--- src/rtl/uart_rx_frame_ctrl_if.sv ---
// Receiver-side and payload-stream signals of uart_rx_frame_ctrl.
// The controller connects through the slave modport and its driver connects through the master modport.
interface uart_rx_frame_ctrl_if;
  logic       rx_enable;
  logic [7:0] rx_byte;
  logic       rx_byte_rdy;
  logic [7:0] frame_data;
  logic       frame_valid;
  logic       frame_ready;
  logic       frame_last;
  logic       frame_ok;
  logic       frame_err;
  logic [1:0] err_code;
  logic       busy;

  modport slave (
    output rx_enable,
    input  rx_byte,
    input  rx_byte_rdy,
    output frame_data,
    output frame_valid,
    input  frame_ready,
    output frame_last,
    output frame_ok,
    output frame_err,
    output err_code,
    output busy
  );

  modport master (
    input  rx_enable,
    output rx_byte,
    output rx_byte_rdy,
    input  frame_data,
    input  frame_valid,
    output frame_ready,
    input  frame_last,
    input  frame_ok,
    input  frame_err,
    input  err_code,
    input  busy
  );
endinterface

--- src/rtl/uart_rx_frame_ctrl.sv ---
// Generates the UART receiver sample tick, detects completed bytes and assembles
// SYNC/LEN/payload/CHK frames into a checksum-verified valid/ready payload stream.
module uart_rx_frame_ctrl #(
  parameter int unsigned CLK_DIV       = 27,
  parameter logic [7:0]  SYNC_BYTE     = 8'hA5,
  parameter int unsigned MAX_LEN       = 16,
  parameter int unsigned TIMEOUT_TICKS = 4096
) (
  input logic                 clk,
  input logic                 rst,
  uart_rx_frame_ctrl_if.slave bus
);
  localparam int unsigned TW = $clog2(CLK_DIV);
  localparam int unsigned PW = (MAX_LEN > 1) ? $clog2(MAX_LEN) : 1;
  localparam int unsigned OW = (TIMEOUT_TICKS > 1) ? $clog2(TIMEOUT_TICKS) : 1;

  localparam logic [TW-1:0] TICK_LAST = TW'(CLK_DIV - 1);
  localparam logic [OW-1:0] TO_LAST   = OW'(TIMEOUT_TICKS - 1);
  localparam logic [7:0]    MAX_LEN_B = 8'(MAX_LEN);

  localparam logic [1:0] ERR_OVERRUN = 2'd0;
  localparam logic [1:0] ERR_LEN     = 2'd1;
  localparam logic [1:0] ERR_CHK     = 2'd2;
  localparam logic [1:0] ERR_TIMEOUT = 2'd3;

  typedef enum logic [2:0] {
    S_HUNT    = 3'd0,
    S_LEN     = 3'd1,
    S_PAYLOAD = 3'd2,
    S_CHK     = 3'd3,
    S_DRAIN   = 3'd4
  } state_e;

  function automatic logic [7:0] chk_update(input logic [7:0] acc, input logic [7:0] data);
    return acc ^ data;
  endfunction

  state_e        state_q, state_d;
  logic [TW-1:0] tick_q, tick_d;
  logic [OW-1:0] to_q, to_d;
  logic          rdy_q;
  logic [PW-1:0] len_m1_q, len_m1_d;
  logic [PW-1:0] wr_ptr_q, wr_ptr_d;
  logic [PW-1:0] rd_ptr_q, rd_ptr_d;
  logic [7:0]    chk_q, chk_d;
  logic          ok_q, ok_d;
  logic          err_q, err_d;
  logic [1:0]    code_q, code_d;
  logic [7:0]    buf_q [MAX_LEN];

  logic stb_s;
  logic tick_s;
  logic to_hit_s;
  logic len_ok_s;
  logic accept_s;
  logic buf_we_s;

  assign stb_s    = bus.rx_byte_rdy & ~rdy_q;
  assign tick_s   = (tick_q == TICK_LAST);
  // A byte arriving on the expiring tick takes priority over the timeout.
  assign to_hit_s = tick_s & (to_q == TO_LAST) & ~stb_s;
  assign len_ok_s = (bus.rx_byte != 8'd0) && (bus.rx_byte <= MAX_LEN_B);
  assign accept_s = (state_q == S_DRAIN) & bus.frame_ready;

  // Next-state and next-register values for the frame sequencer.
  always_comb begin
    state_d  = state_q;
    tick_d   = tick_s ? {TW{1'b0}} : tick_q + TW'(1);
    to_d     = to_q;
    len_m1_d = len_m1_q;
    wr_ptr_d = wr_ptr_q;
    rd_ptr_d = rd_ptr_q;
    chk_d    = chk_q;
    ok_d     = 1'b0;
    err_d    = 1'b0;
    code_d   = code_q;
    buf_we_s = 1'b0;
    case (state_q)
      S_HUNT: begin
        to_d = {OW{1'b0}};
        if (stb_s && (bus.rx_byte == SYNC_BYTE)) begin
          state_d = S_LEN;
        end else begin
          state_d = S_HUNT;
        end
      end
      S_LEN, S_PAYLOAD, S_CHK: begin
        if (stb_s) begin
          to_d = {OW{1'b0}};
          case (state_q)
            S_LEN: begin
              if (len_ok_s) begin
                len_m1_d = PW'(bus.rx_byte - 8'd1);
                chk_d    = bus.rx_byte;
                wr_ptr_d = {PW{1'b0}};
                state_d  = S_PAYLOAD;
              end else begin
                err_d   = 1'b1;
                code_d  = ERR_LEN;
                state_d = S_HUNT;
              end
            end
            S_PAYLOAD: begin
              buf_we_s = 1'b1;
              chk_d    = chk_update(chk_q, bus.rx_byte);
              wr_ptr_d = wr_ptr_q + PW'(1);
              if (wr_ptr_q == len_m1_q) begin
                state_d = S_CHK;
              end else begin
                state_d = S_PAYLOAD;
              end
            end
            default: begin
              if (bus.rx_byte == chk_q) begin
                ok_d     = 1'b1;
                rd_ptr_d = {PW{1'b0}};
                state_d  = S_DRAIN;
              end else begin
                err_d   = 1'b1;
                code_d  = ERR_CHK;
                state_d = S_HUNT;
              end
            end
          endcase
        end else if (to_hit_s) begin
          to_d    = {OW{1'b0}};
          err_d   = 1'b1;
          code_d  = ERR_TIMEOUT;
          state_d = S_HUNT;
        end else if (tick_s) begin
          to_d = to_q + OW'(1);
        end else begin
          to_d = to_q;
        end
      end
      S_DRAIN: begin
        to_d = {OW{1'b0}};
        // Bytes arriving while the buffer drains are dropped and reported.
        if (stb_s) begin
          err_d  = 1'b1;
          code_d = ERR_OVERRUN;
        end else begin
          err_d = 1'b0;
        end
        if (accept_s) begin
          rd_ptr_d = rd_ptr_q + PW'(1);
          if (rd_ptr_q == len_m1_q) begin
            state_d = S_HUNT;
          end else begin
            state_d = S_DRAIN;
          end
        end else begin
          rd_ptr_d = rd_ptr_q;
        end
      end
      default: begin
        state_d = S_HUNT;
      end
    endcase
  end

  // Sequencer, counters, byte-edge detector and status pulse registers.
  always_ff @(posedge clk or posedge rst) begin
    if (rst) begin
      state_q  <= S_HUNT;
      tick_q   <= {TW{1'b0}};
      to_q     <= {OW{1'b0}};
      rdy_q    <= 1'b1;
      len_m1_q <= {PW{1'b0}};
      wr_ptr_q <= {PW{1'b0}};
      rd_ptr_q <= {PW{1'b0}};
      chk_q    <= 8'h00;
      ok_q     <= 1'b0;
      err_q    <= 1'b0;
      code_q   <= 2'd0;
    end else begin
      state_q  <= state_d;
      tick_q   <= tick_d;
      to_q     <= to_d;
      rdy_q    <= bus.rx_byte_rdy;
      len_m1_q <= len_m1_d;
      wr_ptr_q <= wr_ptr_d;
      rd_ptr_q <= rd_ptr_d;
      chk_q    <= chk_d;
      ok_q     <= ok_d;
      err_q    <= err_d;
      code_q   <= code_d;
    end
  end

  // Payload buffer write port; contents need no reset.
  always_ff @(posedge clk) begin
    if (buf_we_s) begin
      buf_q[wr_ptr_q] <= bus.rx_byte;
    end
  end

  assign bus.rx_enable   = tick_s;
  assign bus.frame_valid = (state_q == S_DRAIN);
  assign bus.frame_data  = (state_q == S_DRAIN) ? buf_q[rd_ptr_q] : 8'h00;
  assign bus.frame_last  = (state_q == S_DRAIN) && (rd_ptr_q == len_m1_q);
  assign bus.frame_ok    = ok_q;
  assign bus.frame_err   = err_q;
  assign bus.err_code    = code_q;
  assign bus.busy        = (state_q != S_HUNT);
endmodule

--- src/flat_wrapper.sv ---
// flat-port wrapper written by rule: the top's interface ports become plain ports
module uart_rx_frame_ctrl_flat 
#(
  parameter int unsigned CLK_DIV       = 27,
  parameter logic [7:0]  SYNC_BYTE     = 8'hA5,
  parameter int unsigned MAX_LEN       = 16,
  parameter int unsigned TIMEOUT_TICKS = 4096
)
  (clk, rst, bus_rx_enable, bus_rx_byte, bus_rx_byte_rdy, bus_frame_data, bus_frame_valid, bus_frame_ready, bus_frame_last, bus_frame_ok, bus_frame_err, bus_err_code, bus_busy);
  uart_rx_frame_ctrl_if bus_i ();
  input logic clk;
  input logic rst;
  output wire logic [$bits(bus_i.rx_enable)-1:0] bus_rx_enable;
  input wire logic [$bits(bus_i.rx_byte)-1:0] bus_rx_byte;
  input wire logic [$bits(bus_i.rx_byte_rdy)-1:0] bus_rx_byte_rdy;
  output wire logic [$bits(bus_i.frame_data)-1:0] bus_frame_data;
  output wire logic [$bits(bus_i.frame_valid)-1:0] bus_frame_valid;
  input wire logic [$bits(bus_i.frame_ready)-1:0] bus_frame_ready;
  output wire logic [$bits(bus_i.frame_last)-1:0] bus_frame_last;
  output wire logic [$bits(bus_i.frame_ok)-1:0] bus_frame_ok;
  output wire logic [$bits(bus_i.frame_err)-1:0] bus_frame_err;
  output wire logic [$bits(bus_i.err_code)-1:0] bus_err_code;
  output wire logic [$bits(bus_i.busy)-1:0] bus_busy;
  assign bus_rx_enable = bus_i.rx_enable;
  assign bus_i.rx_byte = bus_rx_byte;
  assign bus_i.rx_byte_rdy = bus_rx_byte_rdy;
  assign bus_frame_data = bus_i.frame_data;
  assign bus_frame_valid = bus_i.frame_valid;
  assign bus_i.frame_ready = bus_frame_ready;
  assign bus_frame_last = bus_i.frame_last;
  assign bus_frame_ok = bus_i.frame_ok;
  assign bus_frame_err = bus_i.frame_err;
  assign bus_err_code = bus_i.err_code;
  assign bus_busy = bus_i.busy;
  uart_rx_frame_ctrl #(.CLK_DIV(CLK_DIV), .SYNC_BYTE(SYNC_BYTE), .MAX_LEN(MAX_LEN), .TIMEOUT_TICKS(TIMEOUT_TICKS)) u_core (.clk(clk), .rst(rst), .bus(bus_i));
endmodule
--- config.mk ---
export PLATFORM = sky130hd
export DESIGN_NAME = uart_rx_frame_ctrl_flat
export DESIGN_NICKNAME = d
export VERILOG_FILES = /design/src/rtl/uart_rx_frame_ctrl_if.sv /design/src/rtl/uart_rx_frame_ctrl.sv /design/src/flat_wrapper.sv
export SDC_FILE = /design/constraint.sdc
export NUM_CORES = 1
export LEC_CHECK = 0
export BUFFER_PORTS_ARGS = -buffer_cell sky130_fd_sc_hd__buf_4
export CAP_MARGIN = 30
export CORE_ASPECT_RATIO = 0.6
export CORE_UTILIZATION = 30
export DETAILED_ROUTE_END_ITERATION = 7
export PLACE_DENSITY_LB_ADDON = 0.3
export REMOVE_ABC_BUFFERS = 1
export SYNTH_ARGS = -nofsm -noshare
export SYNTH_HDL_FRONTEND = slang
export SYNTH_SLANG_ARGS = --single-unit
--- constraint.sdc ---
create_clock -name clk -period 2.5 [get_ports clk]
set_input_delay 0.125 -clock clk [delete_from_list [all_inputs] [get_ports clk]]
set_output_delay 0.125 -clock clk [all_outputs]
set_load 0.05 [all_outputs]
### Word level (Yosys, flattened, before mapping)

Memories as Yosys holds them, arrays and structs flattened.
Cells that the tools add are included.

* memories kept: 1
* register bits after elaboration: 45
* bits in writable memories: 128
* word-level logic and storage cells: 112
* bits of input ports: 12
* output and inout port bits: 16

* add/subtract/negate cells: 5
* bitwise logic cells: 7
* reduce and logical (&&, ||, !) cells: 18
* $lt $le $gt $ge: 1
* equality and inequality tests: 21
* muxes and demuxes: 48

Memory list
* u_core.buf_q: depth 16, width 8, rd ports 1, clocked after Yosys merged registers in 0, write ports 1, RTL line uart_rx_frame_ctrl.sv:49 `logic [7:0] buf_q [MAX_LEN];`

Operator list (number)
* $mux 12: 3
* $pmux 12 s2: 1
* $mux 4: 5
* $mux 1: 16
* $mux 8: 2
* $pmux 4 s2: 2
* $pmux 8 s2: 1
* $mux 3: 5
* $add 12x1->12 const B: 1
* $eq 12x12->1 const B: 1
* $mux 2: 6
* $ne 2x1->1 const B: 5
* $pmux 3 s3: 1
* $add 4x1->4 const B: 2
* $eq 4x4->1: 2
* $eq 8x8->1: 1
* $eq 8x8->1 const B: 1
* $le 8x5->1 const B: 1
* $ne 4x4->1 const B: 2
* $pmux 2 s2: 2
* $reduce_and 4->1: 2
* $reduce_bool 8->1: 1
* $xor 8x8->8: 1
* $eq 3x2->1 const B: 2
* other kinds (23): 34

### Longest topological paths before layout

Gate-level depths: netlist of run 1.

* depth after elaboration: 7
* mapped depth: 9

### Worst setup path before layout of run 1

OpenSTA, ideal clock, no wires.

* path kind: register to output
* from: register u_core.rd_ptr_q[2]
* to: output bus_frame_data[0]
* slack: 0.354 ns
* stages on the path, launching flop included: 6
* arrival time: 2.021 ns
* path buffers: 2
* data required time: 2.375 ns
* cell sequence: dfrtp_1 clkbuf_1 clkbuf_1 mux4_2 mux4_2 and2_1

* longest elaborated chain between the ends: 2

Ends and longest elaborated chain
* from (decl): RTL line uart_rx_frame_ctrl.sv:44 `logic [PW-1:0] rd_ptr_q, rd_ptr_d;`
* from (signal assigned): RTL line uart_rx_frame_ctrl.sv:171 `rd_ptr_q <= {PW{1'b0}};`
* from (signal assigned): RTL line uart_rx_frame_ctrl.sv:183 `rd_ptr_q <= rd_ptr_d;`
* $mem_v2 16x8
* $mux 8: RTL line uart_rx_frame_ctrl.sv:200 `assign bus.frame_data = (state_q == S_DRAIN) ? buf_q[rd_ptr_q] : 8'h00;`
* to (decl): RTL line flat_wrapper.sv:16 `output wire logic [$bits(bus_i.frame_data)-1:0] bus_frame_data;`

Every way passes these cells.

### Final worst setup path of run 1

* from: register u_core.rd_ptr_q[0]
* to: output bus_frame_data[6]

The elaborated chain is that of the path after synthesis.

==> results.tsv, run 1 <==
stage	metric	value	unit
grt	met2 Track Usage GR	0.211	
placed_design	buffers added on ports	27	
worst_hold_path	Hold Path Cell Cnt	3	
floorplanning	Die Wd	208	um
sta	fmax	0.384	GHz
sta	Slew HR	0.561	
critical_path	Worst EP arrival	2.48	ns
power	Comb pwr share	0.036	
final_layout	Final Util	0.376	
logic_synthesis	#FFs+latches synth	173	
critical_path	Max stage delay on crit path	0.49	ns
grt	All-Layer GR Usage	0.145	
logic_synthesis	Post-synth ARST share	0.260	
grt	Most Used Layer, Global Route	met1	
critical_path	worst-path maximum fanout	7	
sta	unrepaired setup endpoints after global routing	yes	
logic_synthesis	post-synth cell types	54	
run_status	status	finished with violations	
logic_synthesis	Main synth FF type	edfxtp_1	
worst_hold_path	Hold/Removal Path Class	primary input to flop	
routing	routed wire length per instance	20.1	um
power	Sequential Power Share	0.516	
final_layout	Filler cells	2293	
sta	Slew Limit Fails	0	
logic_synthesis	YS warnings	0	
critical_path	Crit. Startpoint	u_core.rd_ptr_q[0]$_DFFE_PP0P_	
routing	DRC viols	0	
critical_path	CP required	2.38	ns
floorplanning	site row count	44	
logic_synthesis	Syn Std Cell Area	0.00763	mm^2
cts	# H-tree levels	4	
sta	final worst path period need	2.61	ns
floorplanning	DIE HEIGHT	126	um
grt	total gr overflow	0	
routing	DR vias	4293	
final_layout	P&R area growth vs syn	21.1	%
sta	Hold Vio Cnt, Final	0	
grt	largest net degree at the start of global routing	46	
final_layout	nets	568	
final_layout	layout cells sized above 1	0.280	
sta	# setup viols final	8	
routing	TritonRoute pass-1 iters	5	
cts	TritonCTS clock tree	done	
routing	via/cell ratio	4.88	
power	Clock power frac	0.449	
power	sw frac	0.209	
sta	Clock Skew	0.00926	ns
cts	root buffer cell	clkbuf_16	
critical_path	CP endpoint kind	output port	
power	power per standard cell area	654	mW/mm^2
run_status	failing checks	setup timing	
cts	clock sink count	173	
critical_path	Critical R2R Launch	u_core.tick_q[0]$_DFF_PP0_	
sta	Final WS setup	-0.106	ns
job	max-cap violations	0	
routing	final WL	17.7	mm
floorplanning	Core Region	0.0246	mm^2
worst_hold_path	HP Start	bus_rx_byte[7]	
placed_design	Final Wtd Congestion	0.768	
logic_synthesis	Seq/Total Area, Yosys	0.652	
logic_synthesis	Synth Area per Inst	16.2	um^2
critical_path	WP depth	7	
routing	Iter 0 DRT Violations	352	
power	NetSw	1.26	mW
logic_synthesis	EDFF count, synth	128	
power	Pint	4.78	mW
cts	Clk pin slew, worst setup/hold paths	0.07	ns
critical_path	reg2reg path depth	7	
floorplanning	die area	0.0261	mm^2
floorplanning	Initial Utilization	0.311	
critical_path	crit path launch type	flop	
cts	TritonCTS Buffers	17	
power	Worst VDD drop	0.433	mV
floorplanning	Top Ports	28	
critical_path	CP Class	flop to output port	
grt	first-pass GRT wire length	27.5	mm
final_layout	diode count	0	
critical_path	slowest stage cell on the critical path	mux4_2	
grt	met3 Resource Use GR	0.0389	
sta	pin slew with the least headroom to its limit	0.653	ns
grt	M1 GR Usage	0.213	
sta	fin crit share	1.04	
power	leakage power	3.28	nW
critical_path	CP cell instances	buf_12, buf_12, buf_6, mux4_2, mux4_2, and2_4, buf_8	
critical_path	delay-heaviest family, CP	multiplexers	
critical_path	Critical path buffers and inverters	4	
cts	Clock Latency Late Sink	0.43	ns
cts	CTS max path bufs	2	
grt	vias in the first global route	4407	
grt	antenna violations before repair	0	
logic_synthesis	Synth Instances	471	
placed_design	detailed placement HPWL	11.8	mm
routing	remaining antenna violation count	0	
sta	hold_ws	0.0307	ns
## cells in the final DEF, fill, tap and decap left out, types with 3 or more instances in the layout
| cell type | count |
|---|---|
| dlygate4sd3_1 | 4 |
| and2_4 | 7 |
| nor4_2 | 4 |
| buf_6 | 5 |
| o21ai_1 | 4 |
| xor2_1 | 19 |
| nor2b_1 | 3 |
| edfxtp_1 | 128 |
| mux4_2 | 33 |
| inv_1 | 17 |
| nand2_1 | 36 |
| mux2i_1 | 3 |
| o21ai_0 | 13 |
| ha_1 | 11 |
| dfrtp_1 | 43 |
| nand4_1 | 8 |
| buf_8 | 5 |
| nand3_1 | 11 |
| mux4_1 | 7 |
| or3_1 | 4 |
| buf_4 | 51 |
| nor2_1 | 25 |
| a21oi_1 | 3 |
| nor3b_1 | 5 |
| and2_1 | 9 |
| a22o_1 | 5 |
| clkbuf_16 | 17 |
| nor3_1 | 5 |
| inv_6 | 6 |
| buf_12 | 8 |
| xnor2_1 | 17 |
| bufinv_16 | 3 |
## metrics by stage
stage | instance area (um^2) | setup slack [ns] | instances | power [mW] | TNS [ns]
6_report | 9240 | -0.106 | 880 | 6.04 | -0.586
5_1_grt | 9240 | -0.184 | 880 | 6.23 | -1.17
4_1_cts | 9250 | -0.157 | 880 | 6.12 | -0.940
3_5_place_dp | 8460 | 0.236 | 834 | 3.37 | 0
3_3_place_gp | 8460 | 0.227 | 834 | 3.37 | 0
2_1_floorplan | 7520 | -0.251 | 452 | 3.27 | -1.99
## layer usage
layer | wire length [um] | part of all wire | vias to the layer above
li1 | - | - | 1945
met3 | 1050 | 0.060 | 11
met1 | 8820 | 0.50 | 2211
met5 | 0 | 0 | -
met4 | 159 | 0.0090 | 0
met2 | 7680 | 0.43 | 126
## cell usage after synthesis, drive strengths merged, types with 6 or more instances
| master | number | area share |
|---|---|---|
| and2 | 16 | 0.013 |
| buf | 10 | 0.010 |
| clkbuf | 9 | 0.0044 |
| dfrtp | 44 | 0.14 |
| edfxtp | 128 | 0.50 |
| ha | 11 | 0.018 |
| inv | 18 | 0.0089 |
| mux4 | 40 | 0.13 |
| nand2 | 36 | 0.018 |
| nand3 | 11 | 0.0072 |
| nand4 | 9 | 0.0082 |
| nor2 | 25 | 0.012 |
| nor3b | 7 | 0.0082 |
| nor4 | 6 | 0.0069 |
| o21ai | 17 | 0.011 |
| xnor2 | 17 | 0.020 |
| xor2 | 19 | 0.022 |
## timing repair
item,in CTS,in global routing
hold endpoints to repair,51,0
endpoints found under the setup margin,8,9
setup buffers,9,0
gates resized for setup,41,9
cloned,2,0
hold buffers,4,0
pin swaps,3,0
## cell type report
class | count | area (um^2) | share of cell area
clock inverter | 14 | 179 | 0.0194
sequential | 173 | 4970 | 0.538
multi-input combinational | 261 | 2440 | 0.264
clock buffer | 18 | 429 | 0.0465
inverter | 18 | 67.6 | 0.00732
tap | 322 | 403 | 0.0436
timing repair buffer | 74 | 742 | 0.0803
## registers in the layout, summed over array words and instances (netlist names)
register	flops
u_core.wr_ptr_q	4
u_core.tick_q	5
u_core.rdy_q	1
u_core.to_q	12
u_core.len_m1_q	4
u_core.bus.err_code	2
u_core.chk_q	8
u_core.bus.frame_ok	1
u_core.state_q	3
u_core.bus.frame_err	1
u_core.rd_ptr_q	4
u_core.buf_q	128
## power by group through the flow
| stage | clock network (mW) | registers [mW] | logic, mW |
|---|---|---|---|
| 2_1_floorplan | 0 | 3.19 | 0.0761 |
| 3_3_place_gp | 0 | 3.18 | 0.191 |
| 3_5_place_dp | 0 | 3.18 | 0.197 |
| 4_1_cts | 2.78 | 3.12 | 0.217 |
| 5_1_grt | 2.88 | 3.12 | 0.236 |
| 6_report | 2.71 | 3.12 | 0.215 |
## worst paths after layout
kind / slack [ns] / end
setup / recovery: -0.11 / bus_frame_data[6]
hold / removal: 0.03 / u_core.chk_q[7]$_DFFE_PP0P_
setup reg to reg: 0.30 / u_core.bus.err_code[1]$_DFFE_PP0P_
hold reg to reg: 0.48 / u_core.tick_q[0]$_DFF_PP0_
max in group asynchronous: 1.84 / u_core.rdy_q$_DFF_PP1_
min in group asynchronous: 0.14 / u_core.tick_q[1]$_DFF_PP0_
## logic make-up after synthesis
logic type	synth area share
and+or+nand+nor	0.0909
AOI/OAI and AO/OA	0.0367
buffers and inverters	0.0235
adders and majority gates	0.0180
DFF	0.652
xor gates and xnor gates	0.0413
muxes	0.138
## worst reg2reg max path, cell delays in order, from the launching register on
cell and delay [ns]:
dfrtp_1 0.40, inv_1 0.07, ha_1 0.16, nand4b_1 0.22
nor4_4 0.36, a31oi_2 0.20, a211oi_4 0.32, mux2_1 0.36
(Power assumes the default switching activity.)
==> run 2, diff against run 1 <==
- SKIP_LAST_GASP: not set -> 1
==> run 2 against run 1 <==
Against the previous run: the run still ends with setup timing left; register-to-register slack about the same; die area unchanged; setup slack improved by 0.00091 ns; non-clock buffer count unchanged; global-route usage decreased by 0.059 points; critical endpoint unchanged; clock power about the same; critical path depth unchanged; sequential power about the same; sequential share of layout area unchanged; clock skew about the same; critical path type unchanged; design area unchanged; wire length about the same.
==> results.tsv, run 2 (same netlist as run 1, synthesis figures left out) <==
stage	metric	value	unit	change
critical_path	Worst EP arrival	2.48	ns	about the same
final_layout	P&R area growth vs syn	21.1	%	unchanged
grt	vias in the first global route	4411		was 4407
final_layout	Filler cells	2293		unchanged
routing	DRC viols	0		unchanged
run_status	status	finished with violations		unchanged
final_layout	area of the multi-input gates	0.00244	mm^2	unchanged
placed_design	Cell Area, Placed	0.00846	mm^2	unchanged
sta	fin crit share	1.04		about the same
run_status	failing checks	setup timing		unchanged
critical_path	delay-heaviest family, CP	multiplexers		unchanged
power	Worst VDD drop	0.432	mV	was 0.433 mV
worst_hold_path	Hold/Removal Path Class	primary input to flop		unchanged
floorplanning	Die Wd	208	um	unchanged
final_layout	diode count	0		unchanged
cts	Clock Latency Late Sink	0.43	ns	about the same
cts	# H-tree levels	4		unchanged
sta	unrepaired setup endpoints after global routing	yes		unchanged
critical_path	Critical R2R Launch	u_core.tick_q[0]$_DFF_PP0_		unchanged
sta	hold_ws	0.0313	ns	was 0.0307 ns
floorplanning	DIE HEIGHT	126	um	unchanged
final_layout	Reg with most FFs	u_core.buf_q		unchanged
routing	Iter 0 DRT Violations	354		was 352
critical_path	CP Class	flop to output port		unchanged
placed_design	pre-CTS WS	0.236	ns	unchanged
critical_path	worst-path maximum fanout	7		unchanged
final_layout	layout cells sized above 1	0.280		unchanged
critical_path	critical path endpoint	bus_frame_data[6]		unchanged
floorplanning	die area	0.0261	mm^2	unchanged
sta	Final WS setup	-0.105	ns	was -0.106 ns
critical_path	Crit. Startpoint	u_core.rd_ptr_q[0]$_DFFE_PP0P_		unchanged
final_layout	register cell area after layout	0.00497	mm^2	unchanged
sta	Slew Limit Fails	0		unchanged
critical_path	CP endpoint kind	output port		unchanged
grt	total gr overflow	0		unchanged
critical_path	Worst R2R Setup Slack	0.29	ns	was 0.30 ns
routing	via/cell ratio	4.85		was 4.88
placed_design	Cells after DPL	834		unchanged
final_layout	max reg flops	128		unchanged
routing	remaining antenna violation count	0		unchanged
routing	routed wire length per instance	20.1	um	about the same
critical_path	CP required	2.38	ns	about the same
sta	pin slew with the least headroom to its limit	0.655	ns	was 0.653 ns
placed_design	detailed placement HPWL	11.8	mm	unchanged
job	max-cap violations	0		unchanged
final_layout	biggest regs	u_core.buf_q (128), u_core.to_q (12), u_core.chk_q (8)		unchanged
final_layout	commonest non-fill, non-tap cell in the layout	edfxtp_1		unchanged
grt	largest net degree at the start of global routing	46		unchanged
cts	clock sink count	173		unchanged
critical_path	Max stage delay on crit path	0.49	ns	about the same
cts	root buffer cell	clkbuf_16		unchanged
floorplanning	Initial Utilization	0.311		unchanged
critical_path	Crit Reg-Reg Endpoint	u_core.bus.err_code[1]$_DFFE_PP0P_		unchanged
final_layout	most frequent cells in the layout	edfxtp_1 (128), buf_4 (51), dfrtp_1 (43)		unchanged
power	leakage power	3.28	nW	unchanged
sta	fmax	0.384	GHz	about the same
grt	first-pass GRT wire length	27.4	mm	was 27.5 mm
grt	antenna violations before repair	0		unchanged
routing	DR vias	4268		was 4293
critical_path	crit path launch type	flop		unchanged
critical_path	reg2reg path depth	7		unchanged
cts	TritonCTS clock tree	done		unchanged
critical_path	slowest stage cell on the critical path	mux4_2		unchanged
final_layout	Finished Cell Area	0.00924	mm^2	unchanged
critical_path	WP depth	7		unchanged
cts	Clk pin slew, worst setup/hold paths	0.07	ns	about the same
floorplanning	Core Region	0.0246	mm^2	unchanged
critical_path	Critical path buffers and inverters	4		unchanged
cts	CTS max path bufs	2		unchanged
critical_path	CP cell instances	buf_12, buf_12, buf_6, mux4_2, mux4_2, and2_4, buf_8		unchanged
sta	# setup viols final	8		unchanged
power	power per standard cell area	655	mW/mm^2	was 654 mW/mm^2
sta	final worst path period need	2.60	ns	was 2.61 ns
sta	Clock Skew	0.00935	ns	was 0.00926 ns
sta	Hold Vio Cnt, Final	0		unchanged
final_layout	nets	568		unchanged
sta	Slew HR	0.560		was 0.561
routing	final WL	17.7	mm	about the same
grt	All-Layer GR Usage	0.145		about the same
final_layout	final instance count without filler cells	880		unchanged
placed_design	buffers added on ports	27		unchanged
placed_design	Final Wtd Congestion	0.768		unchanged
cts	TritonCTS Buffers	17		unchanged
floorplanning	site row count	44		unchanged
routing	TritonRoute pass-1 iters	5		unchanged
floorplanning	Top Ports	28		unchanged
==> run 2: cell counts in the layout (fill, tap and decap cells not counted) <==
No cell type changed its count.
==> run 2: final cells by class <==
class	instances	area share
Clock buffer	18	0.0465
Clock inverter	14	0.0194
Inverter	18	0.00732
Multi-Input combinational cell	261	0.264
Sequential cell	173	0.538
Tap cell	322	0.0436
Timing Repair Buffer	74	0.0803
==> run 2: through the flow <==
| stage | utilization | power [mW] | TNS [ns] |
|---|---|---|---|
| finish | 0.376 | 6.04 | -0.569 |
| global route | 0.376 | 6.23 | -1.17 |
| CTS | 0.377 | 6.12 | -1.01 |
| detailed placement | 0.344 | 3.37 | 0 |
| global placement | 0.344 | 3.37 | 0 |
| floorplan | - | 3.27 | -1.99 |
==> run 2: layer usage <==
metal | global-route usage | wire, um | vias up
met5 | 0 | 0 | -
met4 | 0.0401 | 159 | 0
met3 | 0.0399 | 962 | 11
met2 | 0.211 | 7730 | 103
met1 | 0.210 | 8880 | 2207
li1 | - | - | 1947
==> run 2: worst min-delay path by stage <==
| stage | from | endpoint | slack [ns] | cells past startpoint |
|---|---|---|---|---|
| floorplan | bus_rx_byte_rdy | u_core.rdy_q$_DFF_PP1_ | 0.13 | 0 |
| global placement | bus_rx_byte_rdy | u_core.rdy_q$_DFF_PP1_ | 0.25 | 1 |
| detailed placement | bus_rx_byte_rdy | u_core.rdy_q$_DFF_PP1_ | 0.25 | 1 |
| CTS | bus_rx_byte[7] | u_core.chk_q[7]$_DFFE_PP0P_ | 0.01 | 3 |
| global route | bus_rx_byte[7] | u_core.chk_q[7]$_DFFE_PP0P_ | 0.02 | 3 |
| finish | bus_rx_byte[7] | u_core.chk_q[7]$_DFFE_PP0P_ | 0.03 | 3 |
==> run 2: report_power, final <==
group	internal (mW)	switching [mW]	leakage (nW)
clock	1.59	1.12	0.290
combinational	0.0858	0.129	1.25
sequential	3.10	0.0146	1.74
==> run 2: repair_timing <==
| item | 4_1_cts | 5_1_grt |
|---|---|---|
| hold endpoints to repair | 51 | 0 |
| cloned | 2 | 0 |
| hold buffers | 4 | 0 |
| setup buffers | 9 | 0 |
| pin swaps | 3 | 0 |
| resized for setup | 37 | 13 |
| endpoints found under the setup margin | 8 | 9 |
==> run 2: worst min-delay path: stages <==
cell and delay (ns):
buf_4 0.15, nand2_1 0.08, xor2_1 0.06
